## config.mk

```make
export PLATFORM = sky130hd
export DESIGN_NAME = fetch_pc_seq_flat
export DESIGN_NICKNAME = d
export VERILOG_FILES = /design/src/rtl/fetch_pc_seq_if.sv /design/src/rtl/fetch_pc_seq.sv /design/src/flat_wrapper.sv
export SDC_FILE = /design/constraint.sdc
export NUM_CORES = 1
export LEC_CHECK = 0
export ABC_AREA = 1
export BUFFER_PORTS_ARGS = -buffer_cell sky130_fd_sc_hd__buf_2
export CAP_MARGIN = 10
export CORE_MARGIN = 2
export CORE_UTILIZATION = 42
export DETAILED_ROUTE_END_ITERATION = 10
export PLACE_DENSITY = 0.88
export SETUP_SLACK_MARGIN = 0.4
export SYNTH_ARGS = -nofsm -noshare
export SYNTH_HDL_FRONTEND = slang
export SYNTH_SLANG_ARGS = --single-unit
```

## constraint.sdc

```tcl
create_clock -name clk -period 1.45 [get_ports clk]
set_input_delay 0.29 -clock clk [delete_from_list [all_inputs] [get_ports clk]]
set_output_delay 0.29 -clock clk [all_outputs]
set_load 0.01 [all_outputs]
```

## src/rtl/fetch_pc_seq_if.sv

```systemverilog
// Bus bundle between the fetch sequencer and its surroundings:
// instruction memory, external next-PC mux, execute redirect and decode.
interface fetch_pc_seq_if #(
    parameter int PC_W    = 4,
    parameter int INSTR_W = 8,
    parameter int CNT_W   = 8
);
    logic [PC_W-1:0]    imem_addr;
    logic [INSTR_W-1:0] imem_rdata;
    logic [PC_W-1:0]    pc_inc;
    logic [PC_W-1:0]    br_tgt;
    logic               br_sel;
    logic [PC_W-1:0]    next_pc;
    logic               br_req;
    logic [PC_W-1:0]    br_target;
    logic               resume;
    logic               id_ready;
    logic               if_valid;
    logic [INSTR_W-1:0] if_instr;
    logic [PC_W-1:0]    if_pc;
    logic               halted;
    logic [CNT_W-1:0]   fetch_cnt;

    modport master (
        output imem_addr, pc_inc, br_tgt, br_sel,
        output if_valid, if_instr, if_pc, halted, fetch_cnt,
        input  imem_rdata, next_pc, br_req, br_target, resume, id_ready
    );

    modport slave (
        input  imem_addr, pc_inc, br_tgt, br_sel,
        input  if_valid, if_instr, if_pc, halted, fetch_cnt,
        output imem_rdata, next_pc, br_req, br_target, resume, id_ready
    );
endinterface

```

## src/rtl/fetch_pc_seq.sv

```systemverilog
// Instruction-fetch sequencer: owns the PC register, feeds the external next-PC mux
// and hands instructions to decode with stall, branch flush and HALT/resume handling.
module fetch_pc_seq #(
    parameter int              PC_W     = 4,
    parameter int              INSTR_W  = 8,
    parameter logic [PC_W-1:0] RESET_PC = '0,
    parameter logic [3:0]      HALT_OP  = 4'hF,
    parameter int              CNT_W    = 8
) (
    input  logic           clk,
    input  logic           rst,
    fetch_pc_seq_if.master bus
);
    typedef enum logic [1:0] {BOOT, RUN, FLUSH, HALT} state_t;

    state_t           state, state_nxt;
    logic [PC_W-1:0]  pc, pc_nxt;
    logic [CNT_W-1:0] cnt;
    logic             valid, accept, is_halt;

    assign is_halt = (bus.imem_rdata[INSTR_W-1 -: 4] == HALT_OP);
    assign valid   = (state == RUN);
    assign accept  = valid & bus.id_ready;

    // Mux inputs are purely combinational so the next_pc loop closes in one cycle.
    assign bus.imem_addr = pc;
    assign bus.pc_inc    = pc + PC_W'(1);
    assign bus.br_tgt    = bus.br_target;
    assign bus.br_sel    = bus.br_req;

    assign bus.if_valid  = valid;
    assign bus.if_instr  = valid ? bus.imem_rdata : '0;
    assign bus.if_pc     = valid ? pc : '0;
    assign bus.halted    = (state == HALT);
    assign bus.fetch_cnt = cnt;

    always_comb begin
        state_nxt = state;
        pc_nxt    = pc;
        // A redirect wins over stall, halt detection and resume.
        if (bus.br_req) begin
            pc_nxt    = bus.next_pc;
            state_nxt = FLUSH;
        end else begin
            case (state)
                BOOT:  state_nxt = RUN;
                RUN: begin
                    if (accept) begin
                        if (is_halt) state_nxt = HALT;
                        else         pc_nxt    = bus.next_pc;
                    end
                end
                FLUSH: state_nxt = RUN;
                HALT: begin
                    if (bus.resume) begin
                        pc_nxt    = bus.next_pc;
                        state_nxt = RUN;
                    end
                end
                default: state_nxt = BOOT;
            endcase
        end
    end

    always_ff @(posedge clk or posedge rst) begin
        if (rst) begin
            state <= BOOT;
            pc    <= RESET_PC;
        end else begin
            state <= state_nxt;
            pc    <= pc_nxt;
        end
    end

    // Counts every accepted instruction, including one accepted alongside a redirect.
    always_ff @(posedge clk or posedge rst) begin
        if (rst)         cnt <= '0;
        else if (accept) cnt <= cnt + CNT_W'(1);
    end
endmodule

```

## src/flat_wrapper.sv

```systemverilog
// flat-port wrapper written by rule: the top's interface ports become plain ports
module fetch_pc_seq_flat 
#(
    parameter int              PC_W     = 4,
    parameter int              INSTR_W  = 8,
    parameter logic [PC_W-1:0] RESET_PC = '0,
    parameter logic [3:0]      HALT_OP  = 4'hF,
    parameter int              CNT_W    = 8
)
  (clk, rst, bus_imem_addr, bus_pc_inc, bus_br_tgt, bus_br_sel, bus_if_valid, bus_if_instr, bus_if_pc, bus_halted, bus_fetch_cnt, bus_imem_rdata, bus_next_pc, bus_br_req, bus_br_target, bus_resume, bus_id_ready);
  fetch_pc_seq_if #(.PC_W(PC_W), .INSTR_W(INSTR_W), .CNT_W(CNT_W)) bus_i ();
  input  logic clk;
  input  logic rst;
  output wire logic [$bits(bus_i.imem_addr)-1:0] bus_imem_addr;
  output wire logic [$bits(bus_i.pc_inc)-1:0] bus_pc_inc;
  output wire logic [$bits(bus_i.br_tgt)-1:0] bus_br_tgt;
  output wire logic [$bits(bus_i.br_sel)-1:0] bus_br_sel;
  output wire logic [$bits(bus_i.if_valid)-1:0] bus_if_valid;
  output wire logic [$bits(bus_i.if_instr)-1:0] bus_if_instr;
  output wire logic [$bits(bus_i.if_pc)-1:0] bus_if_pc;
  output wire logic [$bits(bus_i.halted)-1:0] bus_halted;
  output wire logic [$bits(bus_i.fetch_cnt)-1:0] bus_fetch_cnt;
  input wire logic [$bits(bus_i.imem_rdata)-1:0] bus_imem_rdata;
  input wire logic [$bits(bus_i.next_pc)-1:0] bus_next_pc;
  input wire logic [$bits(bus_i.br_req)-1:0] bus_br_req;
  input wire logic [$bits(bus_i.br_target)-1:0] bus_br_target;
  input wire logic [$bits(bus_i.resume)-1:0] bus_resume;
  input wire logic [$bits(bus_i.id_ready)-1:0] bus_id_ready;
  assign bus_imem_addr = bus_i.imem_addr;
  assign bus_pc_inc = bus_i.pc_inc;
  assign bus_br_tgt = bus_i.br_tgt;
  assign bus_br_sel = bus_i.br_sel;
  assign bus_if_valid = bus_i.if_valid;
  assign bus_if_instr = bus_i.if_instr;
  assign bus_if_pc = bus_i.if_pc;
  assign bus_halted = bus_i.halted;
  assign bus_fetch_cnt = bus_i.fetch_cnt;
  assign bus_i.imem_rdata = bus_imem_rdata;
  assign bus_i.next_pc = bus_next_pc;
  assign bus_i.br_req = bus_br_req;
  assign bus_i.br_target = bus_br_target;
  assign bus_i.resume = bus_resume;
  assign bus_i.id_ready = bus_id_ready;
  fetch_pc_seq #(.PC_W(PC_W), .INSTR_W(INSTR_W), .RESET_PC(RESET_PC), .HALT_OP(HALT_OP), .CNT_W(CNT_W)) u_core (.clk(clk), .rst(rst), .bus(bus_i));
endmodule
```

# After elaboration in Yosys (flattened, before gate mapping)
# Cells that the tools add are included.
# classes
magnitude_cmp	0
eq_ne	8
reduce_logical	5
n_mux	12
bitwise	1
multipliers	0
div	0
add_sub_neg	2
shifts	0
# ops
op	n
4-bit 2-to-1 mux	5
3-bit != test, second input constant	3
8-bit by 1-bit adder with 8-bit output, second input constant	1
2-bit 2-to-1 mux	4
8-bit 2-to-1 mux	1
4-bit one-hot mux with 2 select lines	1
2-bit one-hot mux with 3 select lines	1
4-bit by 1-bit adder with 4-bit output, second input constant	1
2-bit == test, second input constant	2
4-bit == test, second input constant	1
4-bit AND reduction	1
3-bit by 1-bit != test with 1-bit output, second input constant	1
3-bit AND reduction	1
3-bit nonzero test	1
2-bit by 1-bit == test with 1-bit output, second input constant	1
2-bit logical NOT	1
2-bit OR reduction	1
1-bit bitwise AND	1
# totals
ramBits	0
word_cells	31
ff_bits	14
mem_bits_ro	0
input_bits	21
mem_count	0
output_inout_bits	35
latchBits	0

# Longest topological paths before layout
# depth
ltp_word	5
mapped_depth	7
mapped_depth_nobuf	7

# Worst setup path before layout
# No wires, ideal clock.
# synth_timing
path_kind	flip-flop to output port
startpoint	reg u_core.state[1]
endpoint	out bus_if_instr[0]
path_slack_ns	0.260
n_path_buf	1
stages_incl_launch_ff	5
arrival_ns	0.900
path_cell_list	dfrtp_1 -> inv_2 -> nand2_2 -> buf_2 -> nor2_1
# synth_between
elab_chain_len	2
# synth_rtl
item	line	text
start: declaration	fetch_pc_seq.sv:16	state_t state, state_nxt;
start signal: assignment	fetch_pc_seq.sv:70	state <= state_nxt;
2-bit by 1-bit == test with 1-bit output	fetch_pc_seq.sv:22	assign valid = (state == RUN);
8-bit 2-to-1 mux	fetch_pc_seq.sv:32	assign bus.if_instr = valid ? bus.imem_rdata : '0;
end: declaration	flat_wrapper.sv:19	output wire logic [$bits(bus_i.if_instr)-1:0] bus_if_instr;
# Every way passes these cells.

# Worst setup path after layout
# layout_timing
startpoint	reg u_core.pc[0], in the netlist u_core.bus.imem_addr[0]
endpoint	out bus_pc_inc[2]
# layout_between
elab_chain_len	1
# layout_rtl
item	line	text
start: declaration	fetch_pc_seq.sv:17	logic [PC_W-1:0] pc, pc_nxt;
start signal: assignment	fetch_pc_seq.sv:71	pc <= pc_nxt;
4-bit by 1-bit adder with 4-bit output	fetch_pc_seq.sv:27	assign bus.pc_inc = pc + PC_W'(1);
end: declaration	flat_wrapper.sv:15	output wire logic [$bits(bus_i.pc_inc)-1:0] bus_pc_inc;
# Every way passes these cells.

==> results.sh <==
export IMPL_htree_levels=1
export IMPL_path_clk_slew_ns=0.08
export IMPL_syn_nets=153
export IMPL_fillers=131
export IMPL_drcViolationCount=0
export IMPL_wl_per_cell_um=15.35
export IMPL_arrival_ns=1.18
export IMPL_cts_tree="yes"
export IMPL_synth_top_cell_by_area="dfrtp_1"
export IMPL_regArea_sq_um=360.3
export IMPL_die_h_um=51.11
export IMPL_area_growth_pct=91.81
export IMPL_antenna_found_initial=0
export IMPL_relSlewSlack_pct=63.61
export IMPL_nets=230
export IMPL_grt_pass1_wl_um=5002
export IMPL_avgSynthCellArea_sq_um=7.170
export IMPL_ant_nets=0
export IMPL_cts_hold_buf=0
export IMPL_rrSetupSlack_ns=0.01
export IMPL_max_freq_mhz=678.8
export IMPL_die_area_sq_mm=0.002612
export IMPL_start_util_pct=43.39
export IMPL_synth_cells=130
export IMPL_via_per_inst=5.060
export IMPL_dp_hpwl_um=1853
export IMPL_die_x_um=51.11
export IMPL_rsz0062_at_grt="yes"
export IMPL_vias=1184
export IMPL_drive_above_1_share_pct=61.65
export IMPL_slew_viol_final=0
export IMPL_violations="negative setup slack"
export IMPL_end_kind="output pin"
export IMPL_overflow=0
export IMPL_synth_seq_cells=14
export IMPL_ys_warn_count=0
export IMPL_setup_ws_ns=-0.02313
export IMPL_status="finished, violations left"
export IMPL_pwr_density_cell_mw_per_mm2=1069
export IMPL_critPathKind="register to output pin"
export IMPL_crit_required_ns=1.16
export IMPL_hold_class="input pin to async pin"
export IMPL_antenna_cells=0
export IMPL_num_rows=17
export IMPL_port_buffers=47
export IMPL_grt_pass1_vias=1107
export IMPL_ios=56
export IMPL_clockBufferDepth=2
export IMPL_slowest_stage="dfrtp_2"
export IMPL_synth_area_leaders="dfrtp_1, nand2_1, inv_1, nor2_1, buf_4"
export IMPL_cts_root_buffer="clkbuf_4"
export IMPL_path_delay_family="flip-flops"
export IMPL_crit_chain="ha_4 -> xor2_2 -> buf_2"
export IMPL_clk_latency_ns=0.27
export IMPL_drt_iter0_drc=18
export IMPL_grt_max_degree=15
export IMPL_cp_start_kind="register"
export IMPL_core_area_sq_mm=0.002148
export IMPL_maxCapViolations=0
export IMPL_peakVddDrop_mv=1.139
export IMPL_clock_sinks=14
export IMPL_power_mw=1.911
export IMPL_netlist_area_sq_um=932.1
export IMPL_cts_made_buffers=3
export IMPL_critPathBufInv=1
export IMPL_setup_viol=6
export IMPL_min_period_ns=1.473
export IMPL_timing_final_crit_share_pct=101.6
export IMPL_crit_fanout=4
export IMPL_leakage_nw=0.9364
export IMPL_worst_pin_slew_ns=0.5452
export IMPL_first_pass_iters=4
export IMPL_multi_input_area_sq_um=648.1
export IMPL_synth_top_cell_area_share_pct=37.58
export IMPL_track_usage_pct=26.02
export IMPL_drt_wl_total_um=3592
export IMPL_fin_worst_skew_ns=0.0006716
export IMPL_ys_seq_area_share_pct=37.58
export IMPL_synth_cell_types=19
export IMPL_fin_util_pct=83.23
export IMPL_slowest_delay_ns=0.45
export IMPL_gp_congestion=0.7847
export IMPL_hold_viol=0
Yosys cell counts (all sizes together):
cell / count
a21oi: 1
xnor2: 2
nand3: 5
dfrtp: 14
ha: 2
xor2: 4
o21ai: 2
nand4: 4
inv: 23
nand3b: 3
nand2: 45
buf: 6
nor2: 19
registers in the layout (all words and copies together), names as in the netlist:
register              cells
u_core.bus.fetch_cnt      8
u_core.bus.imem_addr      4
u_core.state              2
power breakdown:
part	leakage [nW]	switching, mW	internal (mW)
sequential	0.166	0.142	0.494
clock	0.0210	0.121	0.153
combinational	0.749	0.460	0.541
total	0.936	0.723	1.19
layout make-up:
| type | count | area share, % |
|---|---|---|
| Multi-Input combinational cell | 88 | 36.25 |
| Timing Repair Buffer | 77 | 34.22 |
| Sequential cell | 14 | 20.15 |
| Inverter | 23 | 5.388 |
| Clock buffer | 4 | 2.029 |
| Tap cell | 28 | 1.959 |
per-layer routing:
layer | up-vias | GRT usage [%] | part of all wire, %
met5 | - | 0 | 0
met4 | 0 | 8.108 | 1.9
met3 | 10 | 3.216 | 7.8
met2 | 65 | 49.78 | 54
met1 | 570 | 29.57 | 36
li1 | 539 | - | -
worst paths after layout:
path / end / cells after the start / from
hold reg to reg: u_core.bus.fetch_cnt[1] / 2 / u_core.bus.fetch_cnt[1]
max in group asynchronous: u_core.bus.fetch_cnt[1] / 2 / rst
min in group clk: u_core.state[0] / 2 / bus_br_req
setup reg to reg: u_core.bus.imem_addr[1] / 9 / u_core.state[1]
setup / recovery: bus_pc_inc[2] / 3 / u_core.bus.imem_addr[0]
hold / removal: u_core.bus.imem_addr[1] / 2 / rst
cell usage in the layout (no fill, tap or decap), types with 2 or more instances in the layout:
master     n
ha_4       2
nand2_2    8
buf_2     27
dfrtp_1    6
nand3_1    2
buf_4     23
buf_6     27
xor2_2     2
nand2_8    2
nand3b_1   3
nand3_4    2
xor2_1     2
nor2_4    13
inv_1     18
clkbuf_4   3
inv_4      4
nand4_1    4
nand2_1   35
dfrtp_2    8
nor2_1     6
kinds of logic (layout without fill, tap and decap cells):
| logic type | count (synthesis) | count (layout) | synth area share [%] |
|---|---|---|---|
| compound gates | 3 | 3 | 1.610 |
| xor+xnor | 6 | 6 | 5.638 |
| fa+ha+maj | 2 | 2 | 2.684 |
| buf+inv | 29 | 104 | 13.83 |
| flops | 14 | 14 | 37.58 |
| simple gates | 76 | 77 | 38.66 |
metrics by stage:
step / hold WS [ns] / setup TNS [ns] / std cells / cell area [sq um] / setup slack (ns)
after floorplan: 0.1791 / 0 / 130 / 1060 / 0.3458
after global placement: 0.3417 / 0 / 199 / 1272 / 0.2072
after detailed placement: 0.3537 / 0 / 199 / 1272 / 0.1556
after CTS: 0.05824 / 0 / 223 / 1602 / 0.007935
after global routing: 0.07118 / -0.9682 / 234 / 1788 / -0.07326
final: 0.04378 / -0.06523 / 234 / 1788 / -0.02313
timing repair:
action,4_1_cts,5_1_grt
endpoints found under the setup margin,41,43
gates resized for setup,29,25
pin swaps,4,4
cloned,1,0
buffers inserted,19,11
No activity file was read; power rests on OpenSTA's default activity.
